===== src/rtl/clb_tile_cfg_loader_if.sv =====
// Config word input and readback word output of the CLB tile loader.
// The loader is the slave: it accepts cfg words and produces readback words.
interface clb_tile_cfg_loader_if #(
    parameter int WORD_W = 32
);
    logic              cfg_valid;
    logic              cfg_ready;
    logic [WORD_W-1:0] cfg_data;
    logic              rb_valid;
    logic [WORD_W-1:0] rb_data;

    modport master (
        output cfg_valid,
        output cfg_data,
        input  cfg_ready,
        input  rb_valid,
        input  rb_data
    );

    modport slave (
        input  cfg_valid,
        input  cfg_data,
        output cfg_ready,
        output rb_valid,
        output rb_data
    );
endinterface


===== src/rtl/clb_tile_cfg_loader.sv =====
// Word-level loader for NUM_CHAINS parallel CLB shift chains.
// Each accepted word is spread over WORD_W/NUM_CHAINS shift steps, LSB first,
// bit i going to chain (i % NUM_CHAINS). Tail bits are packed back the same way
// into readback words. After CHAIN_LEN steps set_out commits the chains.
//
// state | meaning
// IDLE  | waiting for start, all strobes low
// LOAD  | cfg_ready high, waiting for the next word
// SHIFT | chain_en high, one shift step per cycle
// SET   | set_out high for SET_PULSE cycles
// DONE  | done pulse, back to IDLE
module clb_tile_cfg_loader #(
    parameter int NUM_CHAINS = 4,
    parameter int CHAIN_LEN  = 160,
    parameter int WORD_W     = 32,
    parameter int SET_PULSE  = 2
) (
    input  logic                  clk,
    input  logic                  rst,
    input  logic                  cen,
    input  logic                  start,
    input  logic                  abort,
    clb_tile_cfg_loader_if.slave  cfg_if,
    output logic [NUM_CHAINS-1:0] chain_data,
    output logic                  chain_en,
    input  logic [NUM_CHAINS-1:0] chain_tail,
    output logic                  set_out,
    output logic                  busy,
    output logic                  done
);

    localparam int S    = WORD_W / NUM_CHAINS;
    localparam int WS_W = (S > 1) ? $clog2(S) : 1;
    localparam int SC_W = $clog2(CHAIN_LEN + 1);
    localparam int PC_W = (SET_PULSE > 1) ? $clog2(SET_PULSE) : 1;

    typedef enum logic [2:0] {
        IDLE  = 3'd0,
        LOAD  = 3'd1,
        SHIFT = 3'd2,
        SET   = 3'd3,
        DONE  = 3'd4
    } state_t;

    state_t                state_q, state_d;
    logic [WORD_W-1:0]     word_q, word_d;
    logic [WS_W-1:0]       wstep_q, wstep_d;
    logic [SC_W-1:0]       steps_q, steps_d;
    logic [WORD_W-1:0]     rbacc_q, rbacc_d;
    logic [PC_W-1:0]       set_cnt_q, set_cnt_d;
    logic [NUM_CHAINS-1:0] chain_data_q, chain_data_d;
    logic                  chain_en_q, chain_en_d;
    logic                  cfg_ready_q, cfg_ready_d;
    logic                  set_out_q, set_out_d;
    logic                  rb_valid_q, rb_valid_d;
    logic [WORD_W-1:0]     rb_data_q, rb_data_d;
    logic                  busy_q, busy_d;
    logic                  done_q, done_d;

    logic [WORD_W-1:0]     word_next_chunk;
    logic [WORD_W-1:0]     rb_word;
    logic                  last_step;

    // Next state and next registered outputs; everything is computed one cycle ahead.
    always_comb begin
        state_d      = state_q;
        word_d       = word_q;
        wstep_d      = wstep_q;
        steps_d      = steps_q;
        rbacc_d      = rbacc_q;
        set_cnt_d    = set_cnt_q;
        rb_data_d    = rb_data_q;
        chain_data_d = '0;
        chain_en_d   = 1'b0;
        cfg_ready_d  = 1'b0;
        set_out_d    = 1'b0;
        rb_valid_d   = 1'b0;
        done_d       = 1'b0;

        word_next_chunk = word_q >> (NUM_CHAINS * (int'(wstep_q) + 1));
        // tail bit sampled on the edge this step shifts, i.e. pre-shift tail
        rb_word   = rbacc_q | (WORD_W'(chain_tail) << (NUM_CHAINS * int'(wstep_q)));
        last_step = (wstep_q == WS_W'(S - 1)) || (steps_q == SC_W'(CHAIN_LEN - 1));

        if (abort && (state_q != IDLE)) begin
            state_d   = IDLE;
            wstep_d   = '0;
            steps_d   = '0;
            rbacc_d   = '0;
            set_cnt_d = '0;
        end else begin
            case (state_q)
                IDLE: begin
                    if (start && !abort) begin
                        state_d     = LOAD;
                        cfg_ready_d = 1'b1;
                        steps_d     = '0;
                    end
                end
                LOAD: begin
                    if (cfg_if.cfg_valid && cfg_ready_q) begin
                        state_d      = SHIFT;
                        word_d       = cfg_if.cfg_data;
                        wstep_d      = '0;
                        rbacc_d      = '0;
                        chain_data_d = cfg_if.cfg_data[NUM_CHAINS-1:0];
                        chain_en_d   = 1'b1;
                    end else begin
                        cfg_ready_d = 1'b1;
                    end
                end
                SHIFT: begin
                    steps_d = steps_q + SC_W'(1);
                    rbacc_d = rb_word;
                    if (last_step) begin
                        rb_valid_d = 1'b1;
                        rb_data_d  = rb_word;
                        wstep_d    = '0;
                        if (steps_q == SC_W'(CHAIN_LEN - 1)) begin
                            state_d   = SET;
                            set_out_d = 1'b1;
                            set_cnt_d = PC_W'(SET_PULSE - 1);
                        end else begin
                            state_d     = LOAD;
                            cfg_ready_d = 1'b1;
                        end
                    end else begin
                        wstep_d      = wstep_q + WS_W'(1);
                        chain_data_d = word_next_chunk[NUM_CHAINS-1:0];
                        chain_en_d   = 1'b1;
                    end
                end
                SET: begin
                    if (set_cnt_q == '0) begin
                        state_d = DONE;
                        done_d  = 1'b1;
                    end else begin
                        set_cnt_d = set_cnt_q - PC_W'(1);
                        set_out_d = 1'b1;
                    end
                end
                DONE: begin
                    state_d = IDLE;
                    steps_d = '0;
                end
                default: begin
                    state_d = IDLE;
                end
            endcase
        end

        busy_d = (state_d != IDLE);
    end

    // State and output registers; cen low freezes everything.
    always_ff @(posedge clk or negedge rst) begin
        if (!rst) begin
            state_q      <= IDLE;
            word_q       <= '0;
            wstep_q      <= '0;
            steps_q      <= '0;
            rbacc_q      <= '0;
            set_cnt_q    <= '0;
            chain_data_q <= '0;
            chain_en_q   <= 1'b0;
            cfg_ready_q  <= 1'b0;
            set_out_q    <= 1'b0;
            rb_valid_q   <= 1'b0;
            rb_data_q    <= '0;
            busy_q       <= 1'b0;
            done_q       <= 1'b0;
        end else if (cen) begin
            state_q      <= state_d;
            word_q       <= word_d;
            wstep_q      <= wstep_d;
            steps_q      <= steps_d;
            rbacc_q      <= rbacc_d;
            set_cnt_q    <= set_cnt_d;
            chain_data_q <= chain_data_d;
            chain_en_q   <= chain_en_d;
            cfg_ready_q  <= cfg_ready_d;
            set_out_q    <= set_out_d;
            rb_valid_q   <= rb_valid_d;
            rb_data_q    <= rb_data_d;
            busy_q       <= busy_d;
            done_q       <= done_d;
        end
    end

    assign chain_data       = chain_data_q;
    assign chain_en         = chain_en_q;
    assign cfg_if.cfg_ready = cfg_ready_q;
    assign set_out          = set_out_q;
    assign cfg_if.rb_valid  = rb_valid_q;
    assign cfg_if.rb_data   = rb_data_q;
    assign busy             = busy_q;
    assign done             = done_q;

endmodule


===== src/flat_wrapper.sv =====
// flat-port wrapper written by rule: the top's interface ports become plain ports
module clb_tile_cfg_loader_flat 
#(
    parameter int NUM_CHAINS = 4,
    parameter int CHAIN_LEN  = 160,
    parameter int WORD_W     = 32,
    parameter int SET_PULSE  = 2
)
  (clk, rst, cen, start, abort, chain_data, chain_en, chain_tail, set_out, busy, done, cfg_if_cfg_valid, cfg_if_cfg_data, cfg_if_cfg_ready, cfg_if_rb_valid, cfg_if_rb_data);
  clb_tile_cfg_loader_if #(.WORD_W(WORD_W)) cfg_if_i ();
  input  logic clk;
  input  logic rst;
  input  logic cen;
  input  logic start;
  input  logic abort;
  output logic [NUM_CHAINS-1:0] chain_data;
  output logic chain_en;
  input  logic [NUM_CHAINS-1:0] chain_tail;
  output logic set_out;
  output logic busy;
  output logic done;
  input wire logic [$bits(cfg_if_i.cfg_valid)-1:0] cfg_if_cfg_valid;
  input wire logic [$bits(cfg_if_i.cfg_data)-1:0] cfg_if_cfg_data;
  output wire logic [$bits(cfg_if_i.cfg_ready)-1:0] cfg_if_cfg_ready;
  output wire logic [$bits(cfg_if_i.rb_valid)-1:0] cfg_if_rb_valid;
  output wire logic [$bits(cfg_if_i.rb_data)-1:0] cfg_if_rb_data;
  assign cfg_if_i.cfg_valid = cfg_if_cfg_valid;
  assign cfg_if_i.cfg_data = cfg_if_cfg_data;
  assign cfg_if_cfg_ready = cfg_if_i.cfg_ready;
  assign cfg_if_rb_valid = cfg_if_i.rb_valid;
  assign cfg_if_rb_data = cfg_if_i.rb_data;
  clb_tile_cfg_loader #(.NUM_CHAINS(NUM_CHAINS), .CHAIN_LEN(CHAIN_LEN), .WORD_W(WORD_W), .SET_PULSE(SET_PULSE)) u_core (.clk(clk), .rst(rst), .cen(cen), .start(start), .abort(abort), .cfg_if(cfg_if_i), .chain_data(chain_data), .chain_en(chain_en), .chain_tail(chain_tail), .set_out(set_out), .busy(busy), .done(done));
endmodule

===== config.mk =====
export PLATFORM = sky130hd
export DESIGN_NAME = clb_tile_cfg_loader_flat
export DESIGN_NICKNAME = d
export VERILOG_FILES = /design/src/rtl/clb_tile_cfg_loader_if.sv /design/src/rtl/clb_tile_cfg_loader.sv /design/src/flat_wrapper.sv
export SDC_FILE = /design/constraint.sdc
export NUM_CORES = 1
export LEC_CHECK = 0
export ABC_AREA = 1
export BUFFER_PORTS_ARGS = -buffer_cell sky130_fd_sc_hd__buf_2
export CORE_AREA = 2 2 105 107
export CTS_BUF_LIST = sky130_fd_sc_hd__clkbuf_8
export DETAILED_ROUTE_END_ITERATION = 8
export DIE_AREA = 0 0 107 109
export GPL_TIMING_DRIVEN = 0
export PLACE_DENSITY = 0.86
export SLEW_MARGIN = 20
export SYNTH_ARGS = -nofsm -noshare
export SYNTH_HDL_FRONTEND = slang
export SYNTH_SLANG_ARGS = --single-unit
export TNS_END_PERCENT = 20

===== constraint.sdc =====
create_clock -name clk -period 1.8 [get_ports clk]
set_input_delay 0.36 -clock clk [delete_from_list [all_inputs] [get_ports clk]]
set_output_delay 0.36 -clock clk [all_outputs]
set_load 0.05 [all_outputs]

==> results summary, run 1 <==
The run finished, with violations left. The checks that failed: negative setup slack. For the pin with the worst max-slew slack, the measured transition is 0.505 ns. The path class of the tightest hold or removal check is input pin to register. In this run, synthesis produced a sequential element count of 117.

Of the total power, the clock network draws 0.271. In this run the number of H-tree levels came out at 4. The area growth from synthesis to layout is 20.6%. For this block, the routed nets add up to 13600 um of wire. Measured on the finished design, the core utilization comes to 0.622.

Across the run, the number of max-cap violations was 0. The last weighted congestion value of the routability-driven placer came out at 0.909. The antenna diode instance count came out at 0. The final period utilization is 1.01. Detailed routing inserted a total of 4887 vias.

The leakage component of the power came out at 3.50 nW. The highest clock rate is 0.550 GHz. The kind of critical path is register to register.

The number of design-rule violations left by the first detailed-router iteration is 560. The area inside the core boundary came out at 10600 um^2. The net switching power is 3.21 mW. After clock tree synthesis, the clock-pin slew on the worst setup and hold paths is 0.07 ns. The setup clock skew after layout came out at 0.00765 ns.

The number of setup violations in the final report came out at 1. The post-route worst hold slack is 0.136 ns. The total global routing overflow is 0. Using the TritonRoute via totals, the vias-per-cell ratio works out to 5.56. The endpoint class of the critical path is a register. The largest single stage delay on the critical path is 0.40 ns. For this run, the register share of the synthesized area comes to 0.536.

Setup repair after global routing could not meet its margin everywhere. Summed over all failing endpoints, the final setup total negative slack is -0.0182 ns. The number of buffers created by CTS came out at 17. In the layout the commonest cells are sky130_fd_sc_hd__nand2_1 (175), sky130_fd_sc_hd__dfrtp_1 (116), sky130_fd_sc_hd__buf_2 (90). The layout cell share with drive strength beyond 1 is 0.242. The number of clock sinks came out at 117. The latest clock arrival within the worst-skew pair came out at 0.44 ns. The initialized floorplan defines 38 standard-cell rows. The largest buffer count on any clock path is 2. The endpoint arrival time on the critical path came out at 2.20 ns. The final setup slack of the worst path is -0.0182 ns.

The effective utilization at floorplan is 0.515. The floorplan die height came out at 109 um. The cell sitting at the root of the clock tree is a sky130_fd_sc_hd__clkbuf_8. The startpoint kind of the worst setup timing path is a register. Summed over all nets, the half-perimeter wirelength after detailed placement is 9700 um. TritonCTS built the clock tree. The number of nets in the synthesized netlist came out at 664.

The relative slew slack came out at 0.664. The largest fanout on the critical path came out at 10. Overall power consumption after layout is estimated at 8.35 mW. The routed length per instance came out at 15.4 um. The mapped netlist covers 5470 um^2. The sequential power share is 0.394. In this design, the critical path's most frequently occurring cell is sky130_fd_sc_hd__nand2_1. The die footprint is 11700 um^2.

The initial antenna violation count is 0. The average footprint of a synthesized cell came out at 8.83 um^2. Of the total power, the share spent switching nets is 0.384. The number of top-level pins is 84. The required time of the critical path is 2.18 ns. The areal power density over the cells is 1270 nW/um^2. The most common cell after layout, fill and taps aside is sky130_fd_sc_hd__nand2_1.

The remaining antenna violation count after routing is 0. Synthesis handed over a netlist of 619 instances. The synthesis warning total came out at 0. Entering global routing, the biggest net connects 80 pins. The number of global-route vias before repair came to 4734.

The number of nets in the layout came out at 774. The share of total power in combinational logic is 0.335. The number of pins exceeding their max-slew limit in the final report came to 0. The all-layer global routing usage is 0.245. The post-placement setup slack came out at -0.213 ns. The port buffer count came out at 83. For this design, the slowest cell found on the critical path is sky130_fd_sc_hd__dfrtp_1.

The iteration count of the initial detailed-routing pass is 5. The critical path goes through buf_4 -> inv_1 -> clkbuf_1 -> nand2_1 -> nand3_1 -> a21oi_1 -> o21ai_0 -> nand2_1 -> nand2_1. IR analysis of the VDD net gives a maximum drop of 0.000628 V. The internal power of the cells totals 5.14 mW.

The post-route DRC violation count is 0. The die extent in x came out at 107 um. For the finished layout, the period the worst path requires is 1.82 ns.

The count of endpoints failing hold in the final timing report came out at 0. The global-route wire length before repair is 22300 um. The distinct cell type count after synthesis is 30.
-- state kept, by name, indices dropped and copies added (netlist names) --
signal,cells
u_core.busy,1
u_core.cfg_if.cfg_ready,1
u_core.cfg_if.rb_data,32
u_core.cfg_if.rb_valid,1
u_core.chain_data,4
u_core.chain_en,1
u_core.done,1
u_core.rbacc_q,32
u_core.set_cnt_q,1
u_core.set_out,1
u_core.state_q,3
u_core.steps_q,8
u_core.word_q,28
u_core.wstep_q,3
-- critical path: cells and delay by family (launching register included) --
family | cells | cell delay, ns
buffers and inverters | 3 | 0.64
flip-flops | 1 | 0.40
AND/OR/NAND/NOR | 4 | 0.37
AO/OA/AOI/OAI | 2 | 0.33
-- per-stage QoR --
step | area [um^2] | instances
floorplan | 5470 | 619
global placement | 6060 | 842
detailed placement | 6090 | 843
CTS | 6510 | 873
global route | 6590 | 879
finish | 6590 | 879
-- cells in the mapped netlist (all sizes together) --
cell | number | area share
o21a | 1 | 0.0014
buf | 16 | 0.022
clkbuf | 13 | 0.0089
nor2 | 23 | 0.017
inv | 58 | 0.040
nand2 | 179 | 0.12
mux2 | 26 | 0.067
nand4 | 5 | 0.0057
a32o | 1 | 0.0018
a22o | 1 | 0.0016
a21oi | 13 | 0.013
mux2i | 1 | 0.0018
dfrtp | 117 | 0.54
nor3 | 1 | 0.00091
ha | 3 | 0.0069
o21ai | 89 | 0.082
o211ai | 4 | 0.0055
xor2 | 2 | 0.0032
nand3 | 66 | 0.061
-- path summary, 6_finish.rpt --
check	startpoint	end	cells after the start	slack, ns
max reg2reg	u_core.wstep_q[0]	u_core.chain_data[1]	9	-0.02
min in group asynchronous	rst	u_core.rbacc_q[20]	2	0.40
min reg2reg	u_core.cfg_if.rb_data[9]	u_core.cfg_if.rb_data[9]	2	0.47
min	cfg_if_cfg_data[8]	u_core.word_q[8]	2	0.14
max in group asynchronous	rst	u_core.word_q[25]	3	0.70
max	u_core.wstep_q[0]	u_core.chain_data[1]	9	-0.02
-- per-layer routing --
| metal | track usage | routed length, um | vias up |
|---|---|---|---|
| met5 | 0 | 0 | - |
| li1 | - | - | 2253 |
| met4 | 0.0974 | 401 | 0 |
| met2 | 0.408 | 6530 | 262 |
| met3 | 0.0592 | 979 | 46 |
| met1 | 0.311 | 5640 | 2326 |
-- logic make-up (layout without fill, tap and decap cells) --
family / after synthesis / in the layout / synth area share
adder cells (fa/ha/maj): 3 / 3 / 0.00687
AO/OA/AOI/OAI: 109 / 109 / 0.105
AND/OR/NAND/NOR: 274 / 274 / 0.209
flip-flops: 117 / 117 / 0.536
buffers and inverters: 87 / 207 / 0.0705
multiplexers: 27 / 27 / 0.0691
XOR/XNOR: 2 / 2 / 0.00321
-- power groups by stage --
stage                     logic, mW  registers, mW  clock network, mW
after floorplan                1.47           3.71                  0
after global placement         2.53           3.31                  0
after detailed placement       2.61           3.34                  0
after CTS                      2.65           3.30               2.28
after global routing           3.04           3.34               2.39
final                          2.80           3.29               2.26
-- area by class of cell --
class | count | area, um^2
timing repair buffer | 91 | 504
sequential | 117 | 2930
clock buffer | 23 | 317
fill | 855 | 4010
tap | 140 | 175
buffer | 29 | 193
multi-input combinational | 415 | 2200
clock inverter | 6 | 53.8
inverter | 58 | 223
-- what timing repair did --
action,in CTS,in global routing
gates resized for setup,16,18
gates cloned,0,0
setup endpoints to repair,48,81
hold endpoints to repair,38,0
hold buffers,1,0
pin swaps,0,3
setup buffers,0,6
Power figures use the tool's default switching activity.
==> run 2, diff against run 1 <==
==> constraint.sdc (replaced) <==
create_clock -name clk -period 2.07 [get_ports clk]
set_input_delay 0.414 -clock clk [delete_from_list [all_inputs] [get_ports clk]]
set_output_delay 0.414 -clock clk [all_outputs]
set_load 0.05 [all_outputs]
==> run 2 against run 1 <==
  * Critical path type unchanged
  * Final cell count is 0.68% lower
  * The flow now finishes without violations
  * Maximum frequency shrank 5.5%
  * Clock skew rose by 0.00054 ns
  * Largest power group unchanged
  * Critical path depth unchanged
  * Register-to-register slack better by 0.16 ns
  * First-iteration DRC count is 9.3% lower
  * Flip-flop and latch count unchanged
  * Non-clock buffer count decreased by 6
  * Total power down 14%
  * Clock power fell by 13%
  * Sequential power is 13% lower
==> results summary, run 2 (synthesis results as in run 1) <==
The highest clock rate came out at 0.520 GHz. Of the cells placed in the final design, the portion with a size suffix greater than 1 is 0.222. The number of cells traversed by the worst register-to-register path is 9. For the pin with the worst max-slew slack, the measured transition is 0.502 ns. The critical path is of the register to register type. The area inside the core boundary came out at 10600 um^2. The HPWL after detailed placement is 9700 um.

The total wire length is 13400 um. The number of max-cap violations came out at 0. At the worst endpoint, the required time is 2.44 ns.

The sequential power share came out at 0.401. The remaining antenna violation count after routing came out at 0. The endpoint arrival time on the critical path is 2.30 ns. The clock period minus worst slack is 1.92 ns. The final period utilization came out at 0.930. The total via count in the routed design is 4821. The latest clock arrival within the worst-skew pair is 0.43 ns. The post-route DRC violation count came out at 0. In this run the worst hold path is classified as input pin to register. TritonCTS built the clock tree. The port buffer count came out at 83.

Using the TritonRoute via totals, the vias-per-cell ratio works out to 5.52. Clock skew on the completed layout was measured at 0.00819 ns. The library cell used most frequently in the layout, excluding fill and tap cells, is sky130_fd_sc_hd__nand2_1. The die is 107 um wide. The run finished with clean final reports. The number of design-rule violations left by the first detailed-router iteration is 508. The routed length per instance came out at 15.3 um. The total internal power came out at 4.42 mW. 84 I/O pins were placed. The number of buffers created by CTS is 17. The last weighted congestion value of the routability-driven placer came out at 0.909. The number of global-route vias before repair was 4716. The endpoint class of the critical path is a register. The floorplan die height is 109 um. The share of power burned in the clock network is 0.273. The total global routing overflow came out at 0. The areal power density over the cells came out at 1100 nW/um^2.

The count of endpoints failing hold in the final timing report came out at 0. The number of setup violations in the final report came out at 0. The final setup TNS is 0 ns.

The library cell used as clock root buffer is sky130_fd_sc_hd__clkbuf_8. The number of clock sinks is 117. Relative to the synthesized area, the layout overhead comes to 18.7%. The H-tree level count came out at 4. The post-route cell area came out at 6490 um^2. After clock tree synthesis, the clock-pin slew on the worst setup and hold paths is 0.07 ns.

The worst hold path was traced through 2 stages. The relative slew slack is 0.665. The share of total power in combinational logic came out at 0.326. The leakage component of the power came out at 3.45 nW. The worst ir drop on vdd came out at 0.000544 V. The iteration count of the initial detailed-routing pass is 7. The die covers 11700 um^2. The worst setup path is launched from a register. For this configuration, the core starts out at a cell density of 0.515. For this design the total switching power over the nets is 2.75 mW. Setup repair after global routing left no endpoint under its margin. The number of antenna diodes in the final layout is 0. The all-layer global routing usage came out at 0.243. The number of pins exceeding their max-slew limit in the final report is 0. In this run the worst path has a maximum fanout of 8. The largest buffer count on any clock path is 2.

The post-place instance area came out at 6090 um^2. The initial antenna violation count came out at 0. The largest net degree at the start of global routing is 80. The share of total power consumed by net switching came out at 0.384. The number of rows in the core area came out at 38. The number of nets in the layout came out at 768. The library cells used most frequently in the layout, excluding fill and tap cells, are sky130_fd_sc_hd__nand2_1 (176), sky130_fd_sc_hd__dfrtp_1 (117), sky130_fd_sc_hd__buf_2 (89). The global-route wire length before repair came out at 22100 um.
run 2: power groups by stage:
stage | logic [mW] | registers (mW) | clock network (mW)
detailed placement | 2.27 | 2.91 | 0
CTS | 2.28 | 2.87 | 1.98
finish | 2.34 | 2.87 | 1.96
floorplan | 1.28 | 3.23 | 0
global placement | 2.20 | 2.88 | 0
global route | 2.55 | 2.91 | 2.07
run 2: through the flow:
stage | worst slack [ns] | instances | utilization | total power, mW | hold slack, ns
2_1_floorplan | 0.382 | 619 | - | 4.50 | 0.118
4_1_cts | 0.0121 | 873 | 0.610 | 7.13 | 0.172
3_5_place_dp | 0.0567 | 843 | 0.574 | 5.17 | 0.348
3_3_place_gp | -0.716 | 842 | 0.571 | 5.08 | 0.459
6_report | 0.145 | 873 | 0.612 | 7.17 | 0.195
5_1_grt | 0.0107 | 873 | 0.612 | 7.53 | 0.191
run 2: final cells by class:
class	instances	area, um^2
Clock buffer	23	317
Buffer	29	173
Inverter	58	218
Clock inverter	6	53.8
Multi-Input combinational cell	415	2160
Sequential cell	117	2930
Tap cell	140	175
Fill cell	873	4120
Timing Repair Buffer	85	459
run 2: timing repair:
item / in CTS / in global routing
endpoints found under the setup margin: 0 / 39
hold endpoints to repair: 38 / 0
gates resized for setup: 0 / 7
setup buffers: 0 / 0
hold buffers: 1 / 0
run 2: final timing paths:
path                                               start  slack (ns)                        to
worst max-delay path                   u_core.wstep_q[0]        0.15      u_core.chain_data[3]
worst min-delay path                  cfg_if_cfg_data[8]        0.20          u_core.word_q[8]
worst max register to register         u_core.wstep_q[0]        0.15      u_core.chain_data[3]
worst min register to register  u_core.cfg_if.rb_data[9]        0.47  u_core.cfg_if.rb_data[9]
max in group asynchronous                            rst        0.92         u_core.word_q[25]
min in group asynchronous                            rst        0.46        u_core.rbacc_q[20]
run 2: routing by layer:
metal  global-route usage  wire length, um  vias to the layer above
met2                0.406             6590                      242
met1                0.309             5560                     2305
met3               0.0592              940                       37
li1                     -                -                     2237
met5                    0                0                        -
met4               0.0928              311                        0
run 2: critical path, cell delays in order, from the launching register on:
cell and delay (ns):
sky130_fd_sc_hd__dfrtp_1 0.44, sky130_fd_sc_hd__ha_1 0.23, sky130_fd_sc_hd__ha_1 0.24, sky130_fd_sc_hd__nor2_1 0.11, sky130_fd_sc_hd__nand2_1 0.09, sky130_fd_sc_hd__inv_1 0.22
sky130_fd_sc_hd__o21ai_0 0.19, sky130_fd_sc_hd__o21ai_0 0.20, sky130_fd_sc_hd__nand2_1 0.08, sky130_fd_sc_hd__nand2_1 0.06
